## src/rtl/iadder_vl_pipe.sv

```systemverilog
// Variable-latency speculative adder: windowed approximate sum with predicted carries,
// optional one-shot correction to the exact sum, valid/ready handshake and error counter.
module iadder_vl_pipe #(
  parameter int W        = 16,
  parameter int L        = 6,
  parameter int K        = 3,
  parameter int CIN_MODE = 1,
  parameter int CORR_CYC = 1,
  parameter int CNT_W    = 16
) (
  input  logic             clk,
  input  logic             rst_n,
  input  logic             in_valid,
  output logic             in_ready,
  input  logic [W-1:0]     A,
  input  logic [W-1:0]     B,
  input  logic             exact_mode,
  output logic             out_valid,
  input  logic             out_ready,
  output logic [W-1:0]     SUM,
  output logic             ERR,
  output logic             CORR,
  input  logic             clr_cnt,
  output logic [CNT_W-1:0] ERR_CNT
);

  localparam int N  = (W - L + K - 1) / K + 1;
  localparam int CW = (CORR_CYC > 1) ? $clog2(CORR_CYC) : 1;

  localparam logic [1:0] S_IDLE = 2'd0;
  localparam logic [1:0] S_OUT  = 2'd1;
  localparam logic [1:0] S_CORR = 2'd2;

  function automatic logic [CNT_W-1:0] sat_inc(input logic [CNT_W-1:0] c);
    return (&c) ? c : c + 1'b1;
  endfunction

  logic [W-1:0]     approx_d;
  logic [W-1:0]     exact_d;
  logic             err_d;

  logic [1:0]       state;
  logic [CW-1:0]    corr_cnt;
  logic [W-1:0]     sum_p0;
  logic [W-1:0]     exact_p0;
  logic             err_p0;
  logic             corr_p0;
  logic [CNT_W-1:0] err_cnt;
  logic             accept;
  logic             hs_out;

  // Window 0 supplies the low L result bits with no carry-in.
  assign approx_d[L-1:0] = A[L-1:0] + B[L-1:0];

  // Upper windows: each adds L bits (clipped at the MSB) plus a guessed carry and keeps its top K bits.
  for (genvar i = 1; i < N; i++) begin : g_win
    localparam int LO  = i * K;
    localparam int WW  = (W - LO < L) ? W - LO : L;
    localparam int TW  = WW - (L - K);
    localparam int RLO = LO + L - K;
    logic cin;
    if (CIN_MODE == 1) begin : g_cin_a
      assign cin = A[(i-1)*K];
    end else begin : g_cin_zero
      assign cin = 1'b0;
    end
    assign approx_d[RLO +: TW] = TW'((A[LO +: WW] + B[LO +: WW] + WW'(cin)) >> (L - K));
  end

  assign exact_d = A + B;
  assign err_d   = (approx_d != exact_d);

  assign in_ready  = (state == S_IDLE) | ((state == S_OUT) & out_ready);
  assign accept    = in_valid & in_ready;
  assign hs_out    = (state == S_OUT) & out_ready;
  assign out_valid = (state == S_OUT);
  assign SUM       = sum_p0;
  assign ERR       = err_p0;
  assign CORR      = corr_p0;
  assign ERR_CNT   = err_cnt;

  // p0: operand results captured on accept; held until the output handshake
  always_ff @(posedge clk or negedge rst_n) begin
    if (!rst_n) begin
      state    <= S_IDLE;
      corr_cnt <= '0;
      sum_p0   <= '0;
      exact_p0 <= '0;
      err_p0   <= 1'b0;
      corr_p0  <= 1'b0;
      err_cnt  <= '0;
    end else begin
      case (state)
        S_IDLE, S_OUT: begin
          if (accept) begin
            sum_p0   <= approx_d;
            exact_p0 <= exact_d;
            err_p0   <= err_d;
            corr_p0  <= 1'b0;
            if (exact_mode & err_d) begin
              state    <= S_CORR;
              corr_cnt <= CW'(CORR_CYC - 1);
            end else begin
              state <= S_OUT;
            end
          end else if (hs_out) begin
            state <= S_IDLE;
          end
        end
        S_CORR: begin
          if (corr_cnt == '0) begin
            state   <= S_OUT;
            sum_p0  <= exact_p0;
            corr_p0 <= 1'b1;
          end else begin
            corr_cnt <= corr_cnt - 1'b1;
          end
        end
        default: state <= S_IDLE;
      endcase

      if (clr_cnt)
        err_cnt <= '0;
      else if (hs_out & err_p0)
        err_cnt <= sat_inc(err_cnt);
    end
  end

endmodule

```

## config.mk

```make
export PLATFORM = sky130hd
export DESIGN_NAME = iadder_vl_pipe
export DESIGN_NICKNAME = d
export VERILOG_FILES = /design/src/rtl/iadder_vl_pipe.sv
export SDC_FILE = /design/constraint.sdc
export NUM_CORES = 1
export LEC_CHECK = 0
export CORE_ASPECT_RATIO = 0.6
export CORE_MARGIN = 2
export CORE_UTILIZATION = 30
export CTS_BUF_LIST = sky130_fd_sc_hd__clkbuf_2
export DETAILED_ROUTE_END_ITERATION = 10
export GPL_TIMING_DRIVEN = 1
export REMOVE_ABC_BUFFERS = 1
export SETUP_SLACK_MARGIN = 0.02
export SLEW_MARGIN = 20
export SYNTH_ARGS = -nofsm -noshare
export SYNTH_HDL_FRONTEND = slang
export SYNTH_SLANG_ARGS = --single-unit
```

## constraint.sdc

```tcl
create_clock -name clk -period 2.2 [get_ports clk]
set_input_delay 0.66 -clock clk [delete_from_list [all_inputs] [get_ports clk]]
set_output_delay 0.66 -clock clk [all_outputs]
set_load 0.01 [all_outputs]
```

==> flow_metrics.env, run 1 <==
export IMPL_status="finished with violations"
export IMPL_violations="setup timing"
export IMPL_rrSetupSlack_ns=0.16
export IMPL_finClkSkew_ns=0.0308
export IMPL_syn_area_per_cell_um2=9.60
export IMPL_wl_per_cell_um=14.2
export IMPL_cts_buffers=5
export IMPL_io_pins=74
export IMPL_peakVddDrop_mv=0.471
export IMPL_fmax_mhz=404
export IMPL_place_gp_congestion=0.811
export IMPL_cts_root_buf="clkbuf_2"
export IMPL_syn_area_mm2=0.00343
export IMPL_cts_buffer_depth=2
export IMPL_postPlaceCellArea_mm2=0.00473
export IMPL_top_layer="met4"
export IMPL_critPathLaunch="A[0]"
export IMPL_ys_types=57
export IMPL_worst_pin_slew_ns=0.323
export IMPL_wl_met3_um=514
export IMPL_diodes=0
export IMPL_maxCapViolCount=0
export IMPL_synthFlopType="dfrtp_1"
export IMPL_dieArea_mm2=0.0123
export IMPL_clock_latency_ns=0.42
export IMPL_max_slew_margin=0.784
export IMPL_period_share=1.13
export IMPL_drtIter0Drc=181
export IMPL_reg2reg_to="ERR_CNT[13]"
export IMPL_yosysWarnings=0
export IMPL_r2r_start="ERR_CNT[8]"
export IMPL_fillerInstances=1073
export IMPL_placed_cells=624
export IMPL_setup_violations=3
export IMPL_grt_max_degree=53
export IMPL_antenna_left=0
export IMPL_fin_area_mm2=0.00515
export IMPL_fin_crit_ns=2.48
export IMPL_crit_arrival_ns=2.78
export IMPL_ctsHoldBuffers=0
export IMPL_crit_type="input port to flip-flop"
export IMPL_drt_total_wl_mm=9.32
export IMPL_overflow=0
export IMPL_grt_pass1_wl_mm=15.2
export IMPL_wl_met1_mm=4.68
export IMPL_p_leak_nw=2.42
export IMPL_via_per_inst=4.82
export IMPL_synthArstFlopShare=1.00
export IMPL_seqCellArea_mm2=0.00131
export IMPL_route_detailed_drc=0
export IMPL_hold_path_class="input port to async pin"
export IMPL_hpwl_mm=7.07
export IMPL_layoutNonFillerInstCount=654
export IMPL_fin_util=0.459
export IMPL_postSynthCellCount=357
export IMPL_rsz0062_at_grt="yes"
export IMPL_die_h_um=86.8
export IMPL_multi_input_area_mm2=0.00220
export IMPL_synth_edff_count=0
export IMPL_track_usage=0.155
export IMPL_firstDrtPassIters=4
export IMPL_final_hold_viol_count=0
export IMPL_grt_pass1_vias=3149
export IMPL_vias=3154
export IMPL_area_growth_synth_to_final_pct=50.4
export IMPL_clock_sinks=52
export IMPL_drive_gt1_frac=0.294
export IMPL_hold_slack_ns=0.171
export IMPL_cp_endpoint="state[0]"
export IMPL_nets=565
export IMPL_layout_common_cells="buf_4 (89), dfrtp_1 (49), nand2_1 (45), clkdlybuf4s50_1 (43), nor2_1 (28)"
export IMPL_worstSetupEndpointType="flip-flop"
export IMPL_cts_tree="built"
export IMPL_drv_slew=0
export IMPL_cp_max_fo=3
export IMPL_cpMaxStageDelayCell="fa_2"
export IMPL_antenna_found_initial=0
export IMPL_ys_ff_latch=52
export IMPL_die_width_um=142
export IMPL_start_util=0.305
export IMPL_path_cells="buf_8 > ha_4 > fa_2 > a21o_4 > a221oi_4 > a21oi_4 > xnor2_2 > o22ai_2 > nor4b_4 > a311o_1"
export IMPL_num_rows=30
export IMPL_required_ns=2.50
export IMPL_critPathLaunchType="input port"
export IMPL_seq_area_frac_synth=0.380
export IMPL_path_clk_slew_ns=0.24
export IMPL_critPathMaxStageDelay_ns=0.37
export IMPL_setup_slack_ns=-0.277
export IMPL_coreArea_mm2=0.0112
export IMPL_power_mw=3.18
export IMPL_htreeDepth=2
export IMPL_power_density_mw_per_mm2=618
export IMPL_io_buffers=73
export IMPL_rr_worst_depth=8
export IMPL_final_common_cell="buf_4"
export IMPL_route_met2_wl_mm=4.10
what timing repair did:
| item | 4_1_cts | 5_1_grt |
|---|---|---|
| endpoints found under the setup margin | 21 | 21 |
| setup buffers | 9 | 17 |
| gates cloned | 0 | 0 |
| resized for setup | 75 | 13 |
| pin swaps | 23 | 9 |
layout make-up:
type | instances | area share
Clock buffer | 6 | 0.00583
Clock inverter | 1 | 0.000971
Inverter | 1 | 0.000729
Multi-Input combinational cell | 285 | 0.426
Sequential cell | 52 | 0.253
Tap cell | 144 | 0.0350
Timing Repair Buffer | 165 | 0.278
sequential cells by signal, summed over array words and instances (netlist names):
| signal | flops |
|---|---|
| state | 2 |
| ERR | 1 |
| CORR | 1 |
| SUM | 16 |
| exact_p0 | 16 |
| ERR_CNT | 16 |
through the flow:
step                TNS (ns)  setup WS, ns
floorplan              -2.57        -0.542
global placement      -16.94         -1.07
global route          -0.785        -0.289
CTS                   -0.695        -0.218
detailed placement    -18.07         -1.19
finish                -0.541        -0.277
cells in the mapped netlist, types with 2 or more instances:
| master | instances | share of area |
|---|---|---|
| a21o_1 | 16 | 0.035 |
| a21o_2 | 3 | 0.0077 |
| a21oi_1 | 18 | 0.026 |
| a21oi_4 | 2 | 0.0095 |
| a221oi_4 | 2 | 0.015 |
| a22oi_1 | 12 | 0.026 |
| a31oi_1 | 4 | 0.0073 |
| and2_1 | 4 | 0.0073 |
| and2_2 | 2 | 0.0044 |
| and2b_1 | 2 | 0.0044 |
| and3_1 | 3 | 0.0055 |
| and4_1 | 6 | 0.015 |
| buf_2 | 2 | 0.0029 |
| buf_4 | 2 | 0.0044 |
| buf_6 | 5 | 0.016 |
| clkbuf_1 | 7 | 0.0077 |
| dfrtp_1 | 52 | 0.38 |
| ha_1 | 16 | 0.058 |
| mux2i_1 | 3 | 0.0088 |
| nand2_1 | 45 | 0.049 |
| nand3_1 | 13 | 0.019 |
| nand4_1 | 3 | 0.0055 |
| nor2_1 | 28 | 0.031 |
| nor2b_1 | 3 | 0.0055 |
| nor3_1 | 3 | 0.0044 |
| o21a_1 | 3 | 0.0066 |
| o21ai_0 | 28 | 0.041 |
| o22ai_2 | 2 | 0.0073 |
| or3_1 | 2 | 0.0037 |
| xnor2_1 | 16 | 0.041 |
| xor2_1 | 24 | 0.061 |
kinds of logic after synthesis:
group                      synth area share
and+or+nand+nor                       0.180
AOI/OAI and AO/OA                     0.220
DFF                                   0.380
xor gates and xnor gates              0.107
buffers and inverters                0.0398
adders and majority gates            0.0643
muxes                               0.00877
metal layers:
| metal | track usage | vias to the layer above |
|---|---|---|
| met4 | 0.0109 | 0 |
| met2 | 0.249 | 60 |
| met3 | 0.0409 | 2 |
| li1 | - | 1578 |
| met5 | 0 | - |
| met1 | 0.221 | 1514 |
power breakdown:
part	internal, mW	switching (mW)
clock	0.0757	0.282
combinational	0.812	0.668
sequential	1.19	0.157
worst max-delay path, delay by kind of cell:
family | cells | cell delay, ns
AOI/OAI and AO/OA | 5 | 1.26
xor gates and xnor gates | 1 | 0.15
and+or+nand+nor | 1 | 0.08
buffers and inverters | 1 | 0.10
adders and majority gates | 2 | 0.52
worst min-delay path by stage:
stage | cells after the start | slack (ns) | endpoint
after global placement | 2 | 0.45 | exact_p0[8]
final | 2 | 0.17 | SUM[1]
after floorplan | 0 | 0.36 | CORR
after detailed placement | 2 | 0.46 | exact_p0[8]
after global routing | 2 | 0.14 | exact_p0[2]
after CTS | 2 | 0.15 | SUM[1]
(Power assumes the default switching activity.)
==> run 2: changes to the inputs <==
--- a/config.mk
+++ b/config.mk
@@ -10,7 +10,6 @@
 export CORE_UTILIZATION = 30
 export CTS_BUF_LIST = sky130_fd_sc_hd__clkbuf_2
 export DETAILED_ROUTE_END_ITERATION = 10
-export GPL_TIMING_DRIVEN = 1
 export REMOVE_ABC_BUFFERS = 1
 export SETUP_SLACK_MARGIN = 0.02
 export SLEW_MARGIN = 20
==> results of run 2 <==
No change in the layout: final DEF, timing and power equal those of run 1.
==> RTL edit 1, RTL diff (settings of run 1) <==
Reset style: synchronous (`rst_n`), changed in one clocked block.
--- a/src/rtl/iadder_vl_pipe.sv
+++ b/src/rtl/iadder_vl_pipe.sv
@@ -82,3 +82,3 @@
   // p0: operand results captured on accept; held until the output handshake
-  always_ff @(posedge clk or negedge rst_n) begin
+  always_ff @(posedge clk) begin
     if (!rst_n) begin
Check against the original RTL: differs if rst_n is asserted again (counterexample within 4 cycles, from zero or initial values and one cycle with rst_n low); with rst_n held inactive, the same outputs for 10 cycles.
==> RTL edit 1 against run 1 <==
  * Synthesized cell count increased by 8.7%
  * Via count grew 5.8%
  * First-iteration DRC count grew 6.1%
  * Power decreased by 19%
  * Synthesized area down 9.2%
  * Cell count increased by 6.4%
  * Fmax is 9.8% higher
  * Critical path depth stayed put
  * The run still ends with setup timing left
  * Worst setup slack improved by 0.22 ns
  * Sequential cell count did not move
  * Cell area rose by 0.44%
  * Sequential power decreased by 20%
  * Highest routed layer unchanged
  * Routed wire length up 3.0%
==> RTL edit 1: results <==
group,metric,value,unit
detailed_routing,via_per_inst,4.796,
synth,async_reset_ff_share,0,%
clocking,cts.clk_slew.worst_paths,0.29,ns
global_route,first_global_vias,3221,
detailed_routing,routed_wl,9.593,mm
setup_path,r2r_start,"ERR_CNT[4]",
place,dpl.cell_count,667,
setup_path,crit_arrival,2.68,ns
detailed_routing,wl_per_cell,13.78,um
sta,hold_slack,0.4742,ns
place,gp_congestion,0.8692,
synth,synth_fa_ha_area_share,7.077,%
global_route,grt_use_total,16.82,%
setup_path,crit-reg2reg-capture,"ERR_CNT[13]",
synth,synth_mux_area_share,0.9650,%
setup_path,crit_path_max_fanout,4,
synth,synth.area.top_cells,"dfxtp_1 33%, a21oi_1 7.9%, nand2_1 6.5%",
global_route,grt_pass1_wl,15.33,mm
finish,fin_nets,615,
sta,setup_tns,-0.1030,ns
run_status,violations,"setup timing",
synth,ys.flop_type,"dfxtp_1",
pwr,vdd.ir_drop.worst,248.6,uV
detailed_routing,drt-initial-drc-count,192,
finish,nFillCells,942,
place,dp_slack,-1.251,ns
global_route,grt_max_degree,34,
sta,worst_slack,-0.05696,ns
synth,synthTopCellsByCount,"54 x nand2_1, 52 x dfxtp_1, 49 x a21oi_1, 34 x nor2_1, 23 x xnor2_1",
synth,syn_avg_cell_area,8.020,um2
synth,synth_xor_xnor_area_share,10.70,%
pwr,p_leak,2.278,nW
place,place_area,4619,um2
run_status,status,"finished, violations left",
sta,fin_skew,0.01141,ns
finish,drive_gt1_share,38.86,%
sta,worst_pin_slew,0.6862,ns
setup_path,crit_path_end,"state[1]",
synth,synth_seq_area_share,33.45,%
sta,setup_viol,3,
-- RTL edit 1: cell count changes after synthesis, sizes merged, moves of 7 or more --
cell and change:
dfxtp +52, a21o -12, nand2 +10, xor2 -9, a21oi +29, dfrtp -52
inv +9, o21ai -13, and4 -7
-- RTL edit 1: per-layer routing --
metal | share of wire [%] | GRT usage (%) | wire length, um | up-vias
met2 | 44 | 26.17 | 4215 | 72
met5 | 0 | 0 | 0 | -
met4 | 0.47 | 2.652 | 45 | 0
met3 | 4.4 | 3.602 | 426 | 8
met1 | 51 | 24.26 | 4905 | 1551
li1 | - | - | - | 1707
-- RTL edit 1: worst max-delay path: stages --
cell and delay, ns:
buf_6 0.10, ha_4 0.15, fa_2 0.36, a21o_1 0.20, a21oi_2 0.18, o311a_4 0.23, xnor2_2 0.07, and4b_1 0.20
o41a_1 0.39, and3_1 0.15
-- RTL edit 1: cell type report --
type                            count  share of cell area (%)
Clock inverter                      3                  0.5077
Timing Repair Buffer              183                   30.25
Tap cell                          135                   3.264
Multi-Input combinational cell    307                   43.83
Inverter                           11                  0.7979
Sequential cell                    52                   20.87
Clock buffer                        5                  0.4836
-- RTL edit 1: power by group --
part | internal (W) | switching [W]
clock | 0.0000854 | 0.000346
sequential | 0.00102 | 0.0000451
combinational | 0.000587 | 0.000491
total | 0.00169 | 0.000883
-- RTL edit 1: stage by stage --
step           utilization (%)  power, W
4_1_cts                  49.99  0.002550
2_1_floorplan                -  0.001550
3_3_place_gp             46.27  0.002011
3_5_place_dp             46.27  0.002026
5_1_grt                  51.83  0.002743
6_report                 51.83  0.002577
-- RTL edit 1: repair_timing --
item | CTS | global route
cloned | 0 | 0
setup buffers | 12 | 10
gates resized for setup | 150 | 52
pin swaps | 47 | 26
endpoints found under the setup margin | 38 | 36
==> RTL edit 2, RTL diff (config.mk and constraints of run 1) <==
Made on the original files. Change the parameter `L` from 6 to 12.
--- a/src/rtl/iadder_vl_pipe.sv
+++ b/src/rtl/iadder_vl_pipe.sv
@@ -4,3 +4,3 @@
   parameter int W        = 16,
-  parameter int L        = 6,
+  parameter int L        = 12,
   parameter int K        = 3,
Formal check against the unedited RTL: not equivalent (a bounded check fails within 4 cycles, from zero or initial values and one cycle with rst_n low).
==> RTL edit 2 against run 1 <==
  * Cell area barely moved
  * Global-route usage rose by 2.1 points
  * Synthesized area fell by 5.9%
  * Worst setup slack improved by 0.26 ns
  * Cell count fell by 0.46%
  * Clock skew rose by 0.018 ns
  * Routed wire length rose by 7.8%
  * The run still ends with setup timing left
  * Sequential cell count did not move
  * Synthesized cell count rose by 0.28%
  * Power fell by 15%
  * Die area fell by 5.7%
  * Fmax rose by 12%
  * Largest cell class unchanged
  * Largest power group is now registers
==> RTL edit 2: results <==
group,metric,value,unit
run_status,status,"finished, violations left",
run_status,violations,"setup timing",
place,dp_slack,-0.7393,ns
detailed_routing,wl_met3,662,um
place,port_buffers,73,
clocking,clock-root-buffer,"clkbuf_2",
place,place_area,4501,um2
pwr,p_int,0.001797,W
setup_path,crit_path_max_fanout,4,
synth,synth_xor_xnor_area_share,9.236,%
global_route,first_global_vias,3242,
pwr,vdd.ir_drop.worst,252.2,uV
detailed_routing,drt-initial-drc-count,199,
global_route,grt_max_degree,36,
detailed_routing,dr_wl_met2,4.365,mm
sta,setup_tns,-0.01557,ns
synth,synth_mux_area_share,0.3104,%
detailed_routing,wl_met1,4.919,mm
global_route,grt_use_total,17.63,%
sta,fin_skew,0.04878,ns
clocking,worstSkewPairLatency,0.46,ns
synth,synth_cell_type_count,58,
synth,synth_compound_area_share,19.83,%
clocking,cts.clk_slew.worst_paths,0.30,ns
finish,fin_nets,566,
global_route,grt_pass1_wl,16.10,mm
global_route,antenna_found_initial,0,
finish,num_antenna_cells,0,
place,hpwl,7.507,mm
place,gp_congestion,0.9056,
setup_path,slowest_delay,0.42,ns
clocking,htree_levels,2,
detailed_routing,routed_wl,10.04,mm
synth,synth_seq_area_share,40.36,%
setup_path,path_delay_family,"simple AND/OR/NAND/NOR gates",
setup_path,crit_arrival,2.54,ns
sta,hold_slack,0.07762,ns
setup_path,r2r_slack,0.18,ns
sta,worst_slack,-0.01557,ns
sta,worst_pin_slew,0.5276,ns
sta,drv_slew,0,
synth,synth_fa_ha_area_share,6.830,%
clocking,numCtsBuffers,5,
pwr,p_leak,2.503,nW
detailed_routing,first_pass_iters,5,
synth,synthTopCellsByCount,"52 x dfrtp_1, 46 x nand2_1, 35 x nor2_1, 25 x a21oi_1, 21 x xor2_1",
sta,setup_viol,1,
detailed_routing,via_per_inst,5.012,
setup_path,critPathSlowestCell,"or3_1",
synth,synth.area.top_cells,"dfrtp_1 40%, ha_1 6.2%, xor2_1 5.7%",
finish,drive_gt1_share,30.66,%
-- RTL edit 2: timing repair --
item	in CTS	in global routing
setup endpoints to repair	31	38
setup buffers	14	19
pin swaps	23	20
resized for setup	74	43
-- RTL edit 2: logic make-up after synthesis --
group | count (synthesis)
xor+xnor | 34
compound gates | 93
flops | 52
fa+ha+maj | 17
mux | 1
simple gates | 132
buf+inv | 29
-- RTL edit 2: area by class of cell --
cell class                      count  area [um2]
Fill cell                         999        5373
Multi-Input combinational cell    277        2146
Timing Repair Buffer              165        1443
Sequential cell                    52        1304
Tap cell                          139       173.9
Inverter                           10       37.54
Clock buffer                        6       30.03
Clock inverter                      2       16.27
-- RTL edit 2: layer usage --
layer,global-route usage [%],vias to the layer above
met5,0,-
met4,3.061,0
met3,4.046,10
met2,26.78,114
met1,25.90,1568
li1,-,1571
-- RTL edit 2: path summary, 6_finish.rpt --
kind	endpoint	depth (start not counted)	start
max reg2reg	ERR_CNT[13]	9	ERR_CNT[4]
max	state[0]	8	A[11]
max in group asynchronous	exact_p0[9]	2	rst_n
min reg2reg	exact_p0[5]	2	exact_p0[5]
min in group clk	exact_p0[5]	2	exact_p0[5]
min	SUM[4]	1	rst_n
-- RTL edit 2: through the flow --
step,util (%),std cells,total power (W)
after floorplan,-,339,0.001634
after global placement,42.77,611,0.002136
after detailed placement,42.77,611,0.002162
after CTS,46.31,632,0.002650
after global routing,48.94,651,0.002900
final,48.94,651,0.002718
-- RTL edit 2: power by group through the flow --
stage / clock [W] / sequential [W] / combinational [W]
finish: 0.000399 / 0.00119 / 0.00113
floorplan: 0 / 0.00123 / 0.000409
detailed placement: 0 / 0.00121 / 0.000948
global route: 0.000466 / 0.00121 / 0.00123
CTS: 0.000422 / 0.00120 / 0.00103
global placement: 0 / 0.00121 / 0.000927
